$ cat config.mk
export PLATFORM = sky130hd
export DESIGN_NAME = axi_lite_reg_slave
export DESIGN_NICKNAME = d
export VERILOG_FILES = /design/src/rtl/axi_lite_reg_slave.sv
export SDC_FILE = /design/constraint.sdc
export NUM_CORES = 1
export LEC_CHECK = 0
export CAP_MARGIN = 5
export CORE_ASPECT_RATIO = 0.7
export CORE_UTILIZATION = 41
export CTS_CLUSTER_SIZE = 8
export DETAILED_ROUTE_END_ITERATION = 10
export PLACE_DENSITY = 0.67
export SETUP_SLACK_MARGIN = 0.4
export SYNTH_ARGS = -nofsm -noshare
export SYNTH_HDL_FRONTEND = slang
export SYNTH_SLANG_ARGS = --single-unit
$ cat constraint.sdc
create_clock -name clk -period 13.1 [get_ports clk]
set_clock_uncertainty 0.05 [all_clocks]
set_input_delay 2.62 -clock clk [delete_from_list [all_inputs] [get_ports clk]]
set_output_delay 2.62 -clock clk [all_outputs]
set_load 0.05 [all_outputs]
$ cat src/rtl/axi_lite_reg_slave.sv
// AXI-Lite slave with a bank of REG_NUM byte-writable control registers.
// Optional macro AXI_LITE_REG_SLVERR_EN: out-of-range accesses answer SLVERR instead of OKAY.
module axi_lite_reg_slave #(
  parameter int ADDR_W  = 8,
  parameter int DATA_W  = 32,
  parameter int REG_NUM = 8
) (
  input  logic                      clk,
  input  logic                      rst,
  input  logic                      awvalid,
  output logic                      awready,
  input  logic [ADDR_W-1:0]         awaddr,
  input  logic [2:0]                awprot,
  input  logic                      wvalid,
  output logic                      wready,
  input  logic [DATA_W-1:0]         wdata,
  input  logic [DATA_W/8-1:0]       wstrb,
  output logic                      bvalid,
  input  logic                      bready,
  output logic [1:0]                bresp,
  input  logic                      arvalid,
  output logic                      arready,
  input  logic [ADDR_W-1:0]         araddr,
  input  logic [2:0]                arprot,
  output logic                      rvalid,
  input  logic                      rready,
  output logic [DATA_W-1:0]         rdata,
  output logic [1:0]                rresp,
  output logic [REG_NUM*DATA_W-1:0] reg_q,
  output logic [REG_NUM-1:0]        wr_pulse
);

  localparam int STRB_W   = DATA_W / 8;
  localparam int ADDR_LSB = $clog2(STRB_W);
  localparam int IDX_W    = ADDR_W - ADDR_LSB;
  localparam logic [1:0] RESP_OKAY = 2'b00;
`ifdef AXI_LITE_REG_SLVERR_EN
  localparam logic [1:0] RESP_OOR = 2'b10;
`else
  localparam logic [1:0] RESP_OOR = 2'b00;
`endif

  typedef enum logic {W_IDLE, W_RESP} wstate_e;
  typedef enum logic {R_IDLE, R_DATA} rstate_e;

  wstate_e             wstate_q;
  rstate_e             rstate_q;
  logic [DATA_W-1:0]   regs_q [REG_NUM];
  logic                awready_q, wready_q, arready_q, bvalid_q, rvalid_q;
  logic                aw_held_q, w_held_q;
  logic [ADDR_W-1:0]   awaddr_q;
  logic [DATA_W-1:0]   wdata_q, rdata_q;
  logic [STRB_W-1:0]   wstrb_q;
  logic [1:0]          bresp_q, rresp_q;
  logic [REG_NUM-1:0]  wr_pulse_q;

  logic                aw_hs, w_hs, commit, wr_in_range, ar_in_range;
  logic [ADDR_W-1:0]   wr_addr;
  logic [DATA_W-1:0]   wr_data, rd_val;
  logic [STRB_W-1:0]   wr_strb;
  logic [IDX_W-1:0]    wr_idx, ar_idx;

  // A channel accepted on an earlier cycle supplies its latched payload;
  // otherwise the live bus value is used so same-cycle AW+W commits at once.
  assign aw_hs       = awvalid & awready_q;
  assign w_hs        = wvalid & wready_q;
  assign wr_addr     = aw_held_q ? awaddr_q : awaddr;
  assign wr_data     = w_held_q ? wdata_q : wdata;
  assign wr_strb     = w_held_q ? wstrb_q : wstrb;
  assign wr_idx      = wr_addr[ADDR_W-1:ADDR_LSB];
  assign wr_in_range = int'(wr_idx) < REG_NUM;
  assign commit      = (wstate_q == W_IDLE) & (aw_held_q | aw_hs) & (w_held_q | w_hs);

  assign ar_idx      = araddr[ADDR_W-1:ADDR_LSB];
  assign ar_in_range = int'(ar_idx) < REG_NUM;

  always_comb begin
    rd_val = '0;
    for (int i = 0; i < REG_NUM; i++) begin
      if (int'(ar_idx) == i) rd_val = regs_q[i];
    end
  end

  always_ff @(posedge clk or posedge rst) begin
    if (rst) begin
      wstate_q   <= W_IDLE;
      awready_q  <= 1'b0;
      wready_q   <= 1'b0;
      bvalid_q   <= 1'b0;
      bresp_q    <= RESP_OKAY;
      aw_held_q  <= 1'b0;
      w_held_q   <= 1'b0;
      awaddr_q   <= '0;
      wdata_q    <= '0;
      wstrb_q    <= '0;
      wr_pulse_q <= '0;
      for (int i = 0; i < REG_NUM; i++) regs_q[i] <= '0;
    end else begin
      wr_pulse_q <= '0;
      case (wstate_q)
        W_IDLE: begin
          if (commit) begin
            for (int i = 0; i < REG_NUM; i++) begin
              if (wr_in_range && int'(wr_idx) == i) begin
                wr_pulse_q[i] <= 1'b1;
                for (int b = 0; b < STRB_W; b++) begin
                  if (wr_strb[b]) regs_q[i][b*8 +: 8] <= wr_data[b*8 +: 8];
                end
              end
            end
            bvalid_q  <= 1'b1;
            bresp_q   <= wr_in_range ? RESP_OKAY : RESP_OOR;
            awready_q <= 1'b0;
            wready_q  <= 1'b0;
            aw_held_q <= 1'b0;
            w_held_q  <= 1'b0;
            wstate_q  <= W_RESP;
          end else begin
            if (aw_hs) begin
              aw_held_q <= 1'b1;
              awaddr_q  <= awaddr;
              awready_q <= 1'b0;
            end else if (!aw_held_q) begin
              awready_q <= 1'b1;
            end
            if (w_hs) begin
              w_held_q <= 1'b1;
              wdata_q  <= wdata;
              wstrb_q  <= wstrb;
              wready_q <= 1'b0;
            end else if (!w_held_q) begin
              wready_q <= 1'b1;
            end
          end
        end
        W_RESP: begin
          if (bready) begin
            bvalid_q  <= 1'b0;
            awready_q <= 1'b1;
            wready_q  <= 1'b1;
            wstate_q  <= W_IDLE;
          end
        end
        default: wstate_q <= W_IDLE;
      endcase
    end
  end

  always_ff @(posedge clk or posedge rst) begin
    if (rst) begin
      rstate_q  <= R_IDLE;
      arready_q <= 1'b0;
      rvalid_q  <= 1'b0;
      rdata_q   <= '0;
      rresp_q   <= RESP_OKAY;
    end else begin
      case (rstate_q)
        R_IDLE: begin
          if (arvalid && arready_q) begin
            rdata_q   <= rd_val;
            rresp_q   <= ar_in_range ? RESP_OKAY : RESP_OOR;
            rvalid_q  <= 1'b1;
            arready_q <= 1'b0;
            rstate_q  <= R_DATA;
          end else begin
            arready_q <= 1'b1;
          end
        end
        R_DATA: begin
          if (rready) begin
            rvalid_q  <= 1'b0;
            arready_q <= 1'b1;
            rstate_q  <= R_IDLE;
          end
        end
        default: rstate_q <= R_IDLE;
      endcase
    end
  end

  for (genvar g = 0; g < REG_NUM; g++) begin : g_regout
    assign reg_q[g*DATA_W +: DATA_W] = regs_q[g];
  end

  assign awready  = awready_q;
  assign wready   = wready_q;
  assign bvalid   = bvalid_q;
  assign bresp    = bresp_q;
  assign arready  = arready_q;
  assign rvalid   = rvalid_q;
  assign rdata    = rdata_q;
  assign rresp    = rresp_q;
  assign wr_pulse = wr_pulse_q;

  logic unused_bits;
  assign unused_bits = ^{awprot, arprot, wr_addr[ADDR_LSB-1:0], araddr[ADDR_LSB-1:0]};

endmodule

==> reports/qor.yml <==
grt:
  number_of_antenna_violations_at_the_first_check_in_global_routing: 4
  grt_first_pass_wirelength_um: 83000
  largest_net_degree_at_the_start_of_global_routing: 152
  grt_remaining_overflow: 0
  first_global_vias: 12800
  grt.total_usage_pct: 27.5
status:
  status: "finished clean"
setup_path:
  crit_start: "wvalid"
  crit_path_slowest_cell: "nor2_1"
  max_stage_delay_ns: 0.88
  cp_top_family: "simple AND/OR/NAND/NOR gates"
  timing.critical_path.to_type: "register"
  critical_path_arrival_ns: 5.51
  reg2reg_from: "w_held_q"
  critPathBufInv: 1
  crit_chain: "clkdlybuf4s50_1 > a21oi_1 > nor2_1 > nand4_2 > mux2_2"
  critical_path.startpoint_type: "input port"
  critPathMaxFanout: 10
  critPathKind: "input port to register"
  crit_required_ns: 13.48
power_and_ir_drop:
  cellPowerDensity_nw_per_um2: 208
  total_leakage_power_nw: 9.63
  maximum_vdd_drop_v: 0.000112
yosys:
  syn-cell-area_um2: 16300
  synth_mux_area_share_pct: 26.0
  synth_edf_count: 0
  yosys.cell_types.count: 60
  ys_seq_area_share_pct: 53.1
  synthCells: 1297
  synth-simple-area-share_pct: 9.99
  syn-mean-instance-area_um2: 12.6
  postSynth.topFlopCell: "dfrtp_1"
  ys_async_sr_fraction_pct: 100
  yosys.area.top_type_share_pct: 53.1
  synth-warning-count: 0
  post_synth_fa_ha_maj_area_fraction_pct: 0
  yosys.area.top_type: "dfrtp_1"
  xor_xnor_portion_of_the_synthesized_cell_area_pct: 0
  synth_top_cells_by_area: "dfrtp_1, mux2_2, mux2i_1"
  synth-seq-cells: 347
  synth_compound_gate_area_share_pct: 8.55
  largest_family_of_logic_cells_by_synthesized_area: "multiplexers"
cts:
  post_cts_resize_count: 0
  cts_buf_count: 49
  cts.clk_slew.worst_paths_ns: 0.05
  clkLatencyLatePin_ns: 0.57
  max-clock-path-buffers: 3
  holdBufCountCts: 0
  cts_sinks: 347
  cts.repair_timing.setup_buffer_count: 0
  clock-root-buffer: "clkbuf_16"
  cts_htree_levels: 2
  tritoncts: "yes"
hold_path:
  min_path_type: "register to register"
  min_from: "bvalid"
place:
  dpl_cell_area_um2: 20400
  dp_cells: 2114
  gp_congestion: 0.857
  dpl.hpwl_um: 37000
  place.port_buffers: 355
detailed_routing:
  vias_per_cell: 5.86
  initial_drc_count: 942
  route.antenna.remaining_nets: 0
  postRouteWirelength_um: 55800
  wl_per_cell_um: 25.7
  vias: 12700
  drt_pass1_iterations: 5
  drc_violations_left: 0
sta:
  timing_max_transition_violations_final: 0
  fin_crit_ns: 5.13
  sum_of_negative_setup_slack_ns: 0
  max_slew.worst_pin.slew_ns: 1.15
  timing.final.crit_share_pct: 39.2
  max_slew_headroom_pct: 22.8
  maxClockFrequency_mhz: 195
  setup_violation_total_in_the_final_timing_report: 0
  rsz0062_at_grt: "false"
  hold_violations: 0
final_layout:
  nNetsFinal: 1703
  regArea_um2: 8680
  post-route-util_pct: 55.8
  final-instance-count-excl-fill: 2171
  multi_input_comb_area_um2: 7320
  area.growth.synth_to_final_pct: 32.6
  design_area_um2: 21700
  final_layout_size_suffix_gt1_share_pct: 27.4
  filler_cell_count: 3242
floorplanning:
  floorplan.die.width_um: 241
  start_util_pct: 42.1
  design.die.area_um2: 40700
  die_height_um: 169
  boundaryPins: 370
  std_cell_rows: 60
  fp.coreArea_um2: 38800
flow_run:
  cap_violations: 0
-- worst paths after layout --
kind	endpoint	slack, ns	cells after the start
max in group asynchronous	reg_q[29]	8.03	4
min reg2reg	bvalid	0.43	2
max reg2reg	reg_q[201]	9.60	5
min	bvalid	0.43	2
min in group asynchronous	wready	2.54	2
max	reg_q[218]	7.97	5
-- cells in the mapped netlist (24+ instances only) --
| cell | instances |
|---|---|
| mux2_2 | 331 |
| mux2i_1 | 40 |
| o21ai_0 | 30 |
| and3_1 | 24 |
| or3_1 | 29 |
| nor2_1 | 62 |
| nand2_1 | 47 |
| a21oi_1 | 65 |
| nor3_1 | 32 |
| clkbuf_1 | 61 |
| dfrtp_1 | 347 |
| a211oi_1 | 52 |
-- through the flow --
step | hold WS (ns) | total power, W | setup slack (ns)
after floorplan | 0.418 | 0.00273 | 0.808
after global placement | 0.419 | 0.00335 | 7.38
after detailed placement | 0.423 | 0.00338 | 7.39
after CTS | 0.435 | 0.00452 | 7.97
after global routing | 0.460 | 0.00468 | 7.63
final | 0.428 | 0.00450 | 7.97
-- cell type report --
class / count / area share, %
Clock inverter: 2 / 0.0751
Sequential cell: 347 / 40.1
Clock buffer: 52 / 5.91
Inverter: 8 / 0.173
Multi-Input combinational cell: 864 / 33.8
Antenna cell: 3 / 0.0346
Timing Repair Buffer: 368 / 16.9
Tap cell: 527 / 3.04
-- worst register-to-register path, delay by kind of cell, from the launching register on --
kind,cells,cell delay [ns]
and+or+nand+nor,2,1.26
DFF,1,0.76
muxes,2,0.72
buffers and inverters,1,0.56
-- where the power goes --
part           total, W  internal (W)  leakage, nW  switching, W
clock           0.00113      0.000677        0.634      0.000450
combinational   0.00182      0.000634         4.33       0.00118
sequential      0.00156       0.00133         4.66      0.000224
total           0.00450       0.00264         9.63       0.00186
-- flip-flops by register name (all words and copies together) (netlist names) --
register,flops
reg_q,256
aw_held_q,1
wstate_q,1
wstrb_q,4
rstate_q,1
bvalid,1
wr_pulse,8
wready,1
awready,1
rdata,32
awaddr_q,6
arready,1
rvalid,1
wdata_q,32
w_held_q,1
-- layout by cell type, fill, tap and decap left out, types with 5 or more instances in the layout --
| cell type | Yosys | routed |
|---|---|---|
| clkdlybuf4s50_1 | 0 | 353 |
| dfrtp_1 | 347 | 346 |
| mux2_2 | 331 | 331 |
| a21oi_1 | 65 | 65 |
| nor2_1 | 62 | 61 |
| a211oi_1 | 52 | 52 |
| clkbuf_16 | 0 | 51 |
| nand2_1 | 47 | 47 |
| mux2i_1 | 40 | 40 |
| nor3_1 | 32 | 32 |
| o21ai_0 | 30 | 30 |
| or3_1 | 29 | 29 |
| and3_1 | 24 | 24 |
| o311ai_0 | 21 | 21 |
| nand4_2 | 17 | 16 |
| buf_4 | 7 | 14 |
| nand2b_1 | 8 | 8 |
| nand3_1 | 9 | 8 |
| inv_1 | 8 | 7 |
| nor2b_1 | 7 | 7 |
| o22ai_1 | 6 | 6 |
| nor3b_1 | 5 | 5 |
| nand3b_1 | 5 | 5 |
| mux4_2 | 5 | 5 |
-- per-layer routing --
metal,vias to the layer above,global-route usage [%],wire length (um)
li1,5509,-,-
met5,-,0,13
met4,2,9.25,1720
met1,6516,37.4,23400
met3,120,6.75,4970
met2,576,42.9,25700
-- cells by family (layout without fill, tap and decap cells) --
logic type | Yosys count | count (layout)
compound gates | 209 | 209
buf+inv | 89 | 430
flops | 347 | 347
mux | 376 | 376
other cells | 1 | 7
simple gates | 275 | 275
(Power assumes the default switching activity.)
